$ cat src/rtl/ebus_if.sv
// Peripheral-side E-bus signal bundle between the CPU bridge/clock generator and ebus_ctrl.
interface ebus_if;
    logic       clk7_en;
    logic [9:0] eclk;
    logic       req;
    logic       rnw;
    logic [7:0] wdata;
    logic [7:0] pdata;
    logic       e;
    logic       vma;
    logic       cs;
    logic       we;
    logic [7:0] wdata_out;
    logic [7:0] rdata;
    logic       ack;
    logic       busy;

    modport master (
        output clk7_en, eclk, req, rnw, wdata, pdata,
        input  e, vma, cs, we, wdata_out, rdata, ack, busy
    );

    modport slave (
        input  clk7_en, eclk, req, rnw, wdata, pdata,
        output e, vma, cs, we, wdata_out, rdata, ack, busy
    );
endinterface

$ cat src/rtl/ebus_ctrl.sv
// 6800-style peripheral access sequencer aligned to the 10-phase E clock.
// Optional access counter output ecnt when EBUS_CNT_EN is defined.
module ebus_ctrl (
    input  logic        clk_28,
    input  logic        reset,
    ebus_if.slave       bus
`ifdef EBUS_CNT_EN
    ,
    output logic [15:0] ecnt
`endif
);

    typedef enum logic [2:0] {StIdle, StSync, StVma, StAct, StDone} state_e;

    state_e     state_q, state_d;
    logic       e_q, e_d;
    logic       vma_q, vma_d;
    logic       cs_q, cs_d;
    logic       we_q, we_d;
    logic       rnw_q, rnw_d;
    logic [7:0] wdata_q, wdata_d;
    logic [7:0] rdata_q, rdata_d;
    logic       ack_q, ack_d;
    logic       busy_q, busy_d;

    logic [3:0] phase;
    logic       phase_ok;
    logic       step;

    // Anything other than exactly one set bit stalls the sequencer.
    always_comb begin
        phase = 4'd0;
        for (int i = 0; i < 10; i++) begin
            if (bus.eclk[i]) phase = 4'(i);
        end
        phase_ok = $onehot(bus.eclk);
    end

    assign step = bus.clk7_en && phase_ok;

    always_comb begin
        state_d = state_q;
        e_d     = e_q;
        vma_d   = vma_q;
        cs_d    = cs_q;
        we_d    = we_q;
        rnw_d   = rnw_q;
        wdata_d = wdata_q;
        rdata_d = rdata_q;
        ack_d   = 1'b0;
        busy_d  = busy_q;

        if (bus.clk7_en) e_d = phase_ok && (phase >= 4'd6);

        unique case (state_q)
            StIdle: begin
                if (step && bus.req) begin
                    rnw_d   = bus.rnw;
                    wdata_d = bus.wdata;
                    busy_d  = 1'b1;
                    state_d = StSync;
                end
            end
            StSync: begin
                if (step && phase == 4'd4) begin
                    vma_d   = 1'b1;
                    state_d = StVma;
                end
            end
            StVma: begin
                if (step && phase == 4'd6) begin
                    cs_d    = 1'b1;
                    we_d    = ~rnw_q;
                    state_d = StAct;
                end
            end
            StAct: begin
                if (step && phase == 4'd9) begin
                    if (rnw_q) rdata_d = bus.pdata;
                end else if (step && phase == 4'd0) begin
                    cs_d    = 1'b0;
                    we_d    = 1'b0;
                    vma_d   = 1'b0;
                    ack_d   = 1'b1;
                    state_d = StDone;
                end
            end
            StDone: begin
                if (step && !bus.req) begin
                    busy_d  = 1'b0;
                    state_d = StIdle;
                end
            end
            default: state_d = StIdle;
        endcase
    end

    always_ff @(posedge clk_28 or posedge reset) begin
        if (reset) begin
            state_q <= StIdle;
            e_q     <= 1'b0;
            vma_q   <= 1'b0;
            cs_q    <= 1'b0;
            we_q    <= 1'b0;
            rnw_q   <= 1'b0;
            wdata_q <= 8'h00;
            rdata_q <= 8'h00;
            ack_q   <= 1'b0;
            busy_q  <= 1'b0;
        end else begin
            state_q <= state_d;
            e_q     <= e_d;
            vma_q   <= vma_d;
            cs_q    <= cs_d;
            we_q    <= we_d;
            rnw_q   <= rnw_d;
            wdata_q <= wdata_d;
            rdata_q <= rdata_d;
            ack_q   <= ack_d;
            busy_q  <= busy_d;
        end
    end

    assign bus.e         = e_q;
    assign bus.vma       = vma_q;
    assign bus.cs        = cs_q;
    assign bus.we        = we_q;
    assign bus.wdata_out = wdata_q;
    assign bus.rdata     = rdata_q;
    assign bus.ack       = ack_q;
    assign bus.busy      = busy_q;

`ifdef EBUS_CNT_EN
    logic [15:0] cnt_q;

    // Counts in step with the ack edge; wraps naturally at 16 bits.
    always_ff @(posedge clk_28 or posedge reset) begin
        if (reset) begin
            cnt_q <= 16'h0000;
        end else if (ack_d) begin
            cnt_q <= cnt_q + 16'd1;
        end
    end

    assign ecnt = cnt_q;
`endif

endmodule

$ cat src/flat_wrapper.sv
// flat-port wrapper written by rule: the top's interface ports become plain ports
module ebus_ctrl_flat 
  (clk_28, reset, bus_clk7_en, bus_eclk, bus_req, bus_rnw, bus_wdata, bus_pdata, bus_e, bus_vma, bus_cs, bus_we, bus_wdata_out, bus_rdata, bus_ack, bus_busy);
  ebus_if bus_i ();
  input  logic clk_28;
  input  logic reset;
  input wire logic [$bits(bus_i.clk7_en)-1:0] bus_clk7_en;
  input wire logic [$bits(bus_i.eclk)-1:0] bus_eclk;
  input wire logic [$bits(bus_i.req)-1:0] bus_req;
  input wire logic [$bits(bus_i.rnw)-1:0] bus_rnw;
  input wire logic [$bits(bus_i.wdata)-1:0] bus_wdata;
  input wire logic [$bits(bus_i.pdata)-1:0] bus_pdata;
  output wire logic [$bits(bus_i.e)-1:0] bus_e;
  output wire logic [$bits(bus_i.vma)-1:0] bus_vma;
  output wire logic [$bits(bus_i.cs)-1:0] bus_cs;
  output wire logic [$bits(bus_i.we)-1:0] bus_we;
  output wire logic [$bits(bus_i.wdata_out)-1:0] bus_wdata_out;
  output wire logic [$bits(bus_i.rdata)-1:0] bus_rdata;
  output wire logic [$bits(bus_i.ack)-1:0] bus_ack;
  output wire logic [$bits(bus_i.busy)-1:0] bus_busy;
  assign bus_i.clk7_en = bus_clk7_en;
  assign bus_i.eclk = bus_eclk;
  assign bus_i.req = bus_req;
  assign bus_i.rnw = bus_rnw;
  assign bus_i.wdata = bus_wdata;
  assign bus_i.pdata = bus_pdata;
  assign bus_e = bus_i.e;
  assign bus_vma = bus_i.vma;
  assign bus_cs = bus_i.cs;
  assign bus_we = bus_i.we;
  assign bus_wdata_out = bus_i.wdata_out;
  assign bus_rdata = bus_i.rdata;
  assign bus_ack = bus_i.ack;
  assign bus_busy = bus_i.busy;
  ebus_ctrl u_core (.clk_28(clk_28), .reset(reset), .bus(bus_i));
endmodule
$ cat config.mk
export PLATFORM = sky130hd
export DESIGN_NAME = ebus_ctrl_flat
export DESIGN_NICKNAME = d
export VERILOG_FILES = /design/src/rtl/ebus_if.sv /design/src/rtl/ebus_ctrl.sv /design/src/flat_wrapper.sv
export SDC_FILE = /design/constraint.sdc
export NUM_CORES = 1
export LEC_CHECK = 0
export CAP_MARGIN = 20
export CORE_MARGIN = 10
export CORE_UTILIZATION = 40
export CTS_CLUSTER_DIAMETER = 150
export DETAILED_ROUTE_END_ITERATION = 8
export HOLD_SLACK_MARGIN = 0.15
export PLACE_DENSITY = 0.75
export SLEW_MARGIN = 20
export SYNTH_ARGS = -nofsm -noshare
export SYNTH_HDL_FRONTEND = slang
export SYNTH_SLANG_ARGS = --single-unit
export TNS_END_PERCENT = 5
$ cat constraint.sdc
create_clock -name clk_28 -period 1.7 [get_ports clk_28]
set_input_delay 0.425 -clock clk_28 [delete_from_list [all_inputs] [get_ports clk_28]]
set_output_delay 0.425 -clock clk_28 [all_outputs]
set_load 0.01 [all_outputs]
Word level (Yosys, flattened, before mapping). Index checks and enable logic that the tools add are counted.

Add/subtract/negate cells: 9. Magnitude comparators: 1. Equal/unequal tests: 14. Muxes and demuxes: 30. Bitwise operators: 1. Reductions and logical operators: 20.

Operators by type and width (count): 3-bit 2-to-1 mux (10); 4-bit adder (4); 3-bit case mux with 5 select lines (1); 1-bit 2-to-1 mux (11); 1-bit by 1-bit adder with 2-bit output (5); 2-bit by 1-bit != test with 1-bit output, second input constant (5); 4-bit by 3-bit equality test with 1-bit output, second input constant (2); 1-bit logical AND (8); 4-bit 2-to-1 mux (2); 1-bit case mux with 2 select lines (4); 4-bit AND reduction (2); 3-bit by 2-bit equality test with 1-bit output, second input constant (2); 3-bit AND reduction (2); 6-bit AND reduction (1); 2-bit nonzero test (3); 4-bit by 1-bit equality test with 1-bit output, second input constant (1); 4-bit equality test, second input constant (1); 4-bit by 3-bit greater-or-equal comparator with 1-bit output, second input constant (1); 4-bit zero test (1); 2-bit 2-to-1 mux (2); 3-bit by 1-bit equality test with 1-bit output, second input constant (1); 3-bit equality test, second input constant (1); 3-bit zero test (1); 2-bit != test, second input constant (1); 3 further kinds (3).

Flip-flop bits (word level): 26. Word-level logic and storage cells: 85.

Longest topological paths before layout.
Depth after elaboration: 14. Gate-level depth with buffers: 14.

Worst setup path after synthesis. Ideal clock, no wire load.

Kind: input to register. Start: input bus_eclk[8]. End: register u_core.wdata_q[0], in the netlist u_core.bus.wdata_out[0]. Setup time: 125 ps. Arrival: 3743 ps. Required time: 1575 ps. Path slack: -2168 ps. Stages: 13. Buffers on the path: 0. Path through: inv_1 -> ha_1 -> inv_1 -> fa_1 -> fa_1 -> inv_1 -> fa_1 -> inv_1 -> fa_1 -> and4b_1 -> and2_1 -> nand4_1 -> mux2_2.

Cells in the longest elaborated chain, start to end: 6.

Ends and longest elaborated chain: start, declared (RTL line flat_wrapper.sv:8) `input wire logic [$bits(bus_i.eclk)-1:0] bus_eclk;`; 1-bit by 1-bit adder with 2-bit output (not written as such) (RTL line ebus_ctrl.sv:36) `phase_ok = $onehot(bus.eclk);`; 4-bit adder (not written as such) (RTL line ebus_ctrl.sv:36); 4-bit by 1-bit equality test with 1-bit output (RTL line ebus_ctrl.sv:36); 1-bit logical AND (RTL line ebus_ctrl.sv:39) `assign step = bus.clk7_en && phase_ok;`; 1-bit logical AND (RTL line ebus_ctrl.sv:57) `if (step && bus.req) begin`; 2-bit AND reduction (no line); end signal, assigned (RTL line ebus_ctrl.sv:117) `wdata_q <= wdata_d;`; end, declared (RTL line ebus_ctrl.sv:21) `logic [7:0] wdata_q, wdata_d;`.

Every way passes these cells. A chain may end at the register's enable or synchronous reset.

Worst setup path in the final report.
Start: input bus_eclk[2]. End: register u_core.rdata_q[6], in the netlist u_core.bus.rdata[6].

Cells in the longest elaborated chain, start to end: 11. Elaborated cells on any way between the ends: 17.

Ends and longest elaborated chain: branches (longest 9 deep; another with 4-bit adder); 1-bit logical AND * (RTL line ebus_ctrl.sv:78) `if (step && phase == 4'd9) begin`; 3-bit AND reduction (no line) *; end signal, assigned (RTL line ebus_ctrl.sv:118) `rdata_q <= rdata_d;`; end, declared (RTL line ebus_ctrl.sv:22) `logic [7:0] rdata_q, rdata_d;`.

Every way passes the cells marked *.

==> metrics.txt <==
Final Cycle Share 217%; CTS Buf Count 3; most frequent CP cell inv_2; port bufs 52; gr usage total 14.1%; Die H 81.6 um; grt total ovfl 0; gpl congestion 0.829; core area between 3000 and 4000 um2; CTS tree built; FMAX roughly 270 MHz; Final Hold Vio Count 0; clock sinks 26; Most Crowded Layer GR met2; met2 usage around 28%; endpoint class of the critical path register; DRC errors left 0; Clk Latency, worst-skew pair 0.27 ns; Final min period 3.69 ns; Final Max Slew Viols 0; Worst slew margin approximately 73%; Synth Instances 135; CP Launch Type primary input; placed insts roughly 260; number of I/O pins 53; Final setup viols 26; max_cap viols 0; DRT Wirelength 4650 um; synthesized flop and latch total 26; Core Util, Final just over 70%; critical path's largest stage delay 0.58 ns; Die Area about 6700 um2; outcome complete, but fails checks; Die X between 80 and 90 um; antenna violations before repair 0; RSZ-0062 raised after global routing yes; post-route ant nets 0; Ant. Diodes 0; met1 usage 13.6%; starting density of the core 41.4%; fin area 2580 um2; DR vias/cell 5.11; Setup Crit Path Kind in2reg; power density cells between 800 and 900 nW/um2; CP max FO 8; Cell variety after synth 32; hold_buf cts 0; slowest CP cell fa_1; Seq/Total Area, Yosys 42.9%; Worst Path Arrival 3.84 ns; Global Route met3 Usage 3.49%; vias 1,379; Synth Warn # 0; CTS H-tree lvls 1; Clk pin slew, worst setup/hold paths approximately 0.080 ns; Layout area overhead 69.9%; syn avg cell area between 10 and 15 um2; P_leak 0.00124 uW; hold_ws 0.499 ns; pin count of the biggest net entering global routing 27; worst slew pin tran 0.404 ns; vias in the first global route about 1,500; synthesized net count 183; clk_skew 0.00143 ns; CTS Root Cell clkbuf_8; Max VDD drop 379 uV; first-pass GRT wire length 7310 um; Worst Hold Class reg2reg; crit path cell chain buf_8 > inv_4 > ha_4 > inv_2 > fa_1 > fa_1 > inv_2 > fa_2 > inv_2 > fa_2 > and4b_1 > buf_6 > nand3_4 > nand4b_1 > buf_12 > mux2_4; required time of the critical path roughly 1.9 ns; Pre-antenna DRT Iters 5; placed wire-length estimate 3500 um; synthesized cell area 1520 um2; Final Instance Count excl. Fillers 270; row cnt 22; wire length per cell 17.2 um; Area after DPL 2340 um2; setup TNS -49.05 ns; layout cells sized above 1 38.3%; DRT iter0 DRCs 50; Max clock buf depth 2; Setup WS post-layout -1.99 ns; nets between 200 and 300; violated checks setup timing
==> cell usage in the layout, fill, tap and decap left out, types with 5 or more instances in the layout <==
| cell | count |
|---|---|
| buf_6 | 5 |
| clkdlybuf4s50_1 | 46 |
| dfrtp_1 | 26 |
| ha_1 | 8 |
| inv_2 | 9 |
| nand2_1 | 6 |
| buf_4 | 26 |
| mux2_4 | 13 |
| inv_1 | 12 |
| nor2_1 | 5 |
==> per-stage QoR <==
step,setup WS [ns],power (uW)
global route,-2.11,2310
global placement,-2.61,1630
floorplan,-2.16,1210
CTS,-2.00,2180
finish,-1.99,2190
detailed placement,-2.75,1690
==> critical path: cells and delay by family <==
family | cells | cell delay (ns)
buffers and inverters | 7 | 0.58
AND/OR/NAND/NOR | 3 | 0.56
adder cells (fa/ha/maj) | 5 | 1.97
multiplexers | 1 | 0.30
==> where the power goes <==
part	total (uW)	leakage [uW]	internal [uW]	switching [uW]
combinational	1030	0.000870	618	410
clock	335	0.0000216	159	176
sequential	830	0.000350	741	88.9
total	2190	0.00124	1520	676
==> final cells by class <==
| type | count | area (um2) |
|---|---|---|
| timing repair buffer | 84 | 825 |
| tap | 48 | 60.1 |
| fill | 254 | 1080 |
| sequential | 26 | 651 |
| multi-input combinational | 86 | 908 |
| inverter | 23 | 91.3 |
| clock buffer | 3 | 41.3 |
==> layer usage <==
metal	vias to the layer above	wire, um
met5	-	0
li1	639	-
met3	15	417
met1	662	1670
met4	0	155
met2	63	2410
==> synth_stat cells <==
cell type  number  area share, %
dfrtp_1        26             43
inv_1          22            5.4
mux2_2         17             13
ha_1           11            9.1
nand2_1         7            1.7
fa_1            6            7.9
nor2_1          5            1.2
nand4_1         4            1.6
o21ai_0         3           0.99
o31ai_1         3            1.5
a21o_1          2           0.99
a21oi_1         2           0.66
a31oi_1         2           0.82
nor2b_1         2           0.82
nor3_1          2           0.66
nor3b_1         2           0.99
o21ai_1         2           0.66
or3_1           2           0.82
or3b_1          2            1.2
a211oi_1        1           0.50
a31o_2          1           0.58
and2_1          1           0.41
and4b_1         1           0.66
inv_2           1           0.25
mux2i_1         1           0.66
nand2b_1        1           0.41
nand3_2         1           0.66
nand4b_1        1           0.58
nor4_1          1           0.41
nor4b_2         1           0.99
o2bb2ai_1       1           0.58
or4b_1          1           0.66
==> cells by family after synthesis <==
kind of cell	Yosys count	synth area share, %
buffers and inverters	23	5.69
adder cells (fa/ha/maj)	17	17.0
multiplexers	18	13.3
AND/OR/NAND/NOR	34	13.9
AO/OA/AOI/OAI	17	7.26
flip-flops	26	42.9
==> what timing repair did <==
action / in CTS / in global routing
endpoints found under the setup margin: 26 / 26
cloned: 1 / 0
hold endpoints to repair: 0 / 0
setup buffers: 2 / 0
gates resized for setup: 69 / 4
pin swaps: 13 / 5
==> final timing paths <==
path / from / to / slack [ns] / cells after the start
worst max-delay path: bus_eclk[2] / u_core.bus.rdata[6] / -1.99 / 16
min in group asynchronous: reset / u_core.bus.rdata[0] / 0.52 / 3
worst min register to register: u_core.bus.cs / u_core.bus.cs / 0.50 / 1
worst max register to register: u_core.state_q[1] / u_core.bus.vma / -0.19 / 4
worst min-delay path: u_core.bus.cs / u_core.bus.cs / 0.50 / 1
max in group asynchronous: reset / u_core.bus.ack / 0.95 / 3
No activity file was read; power rests on OpenSTA's default activity.
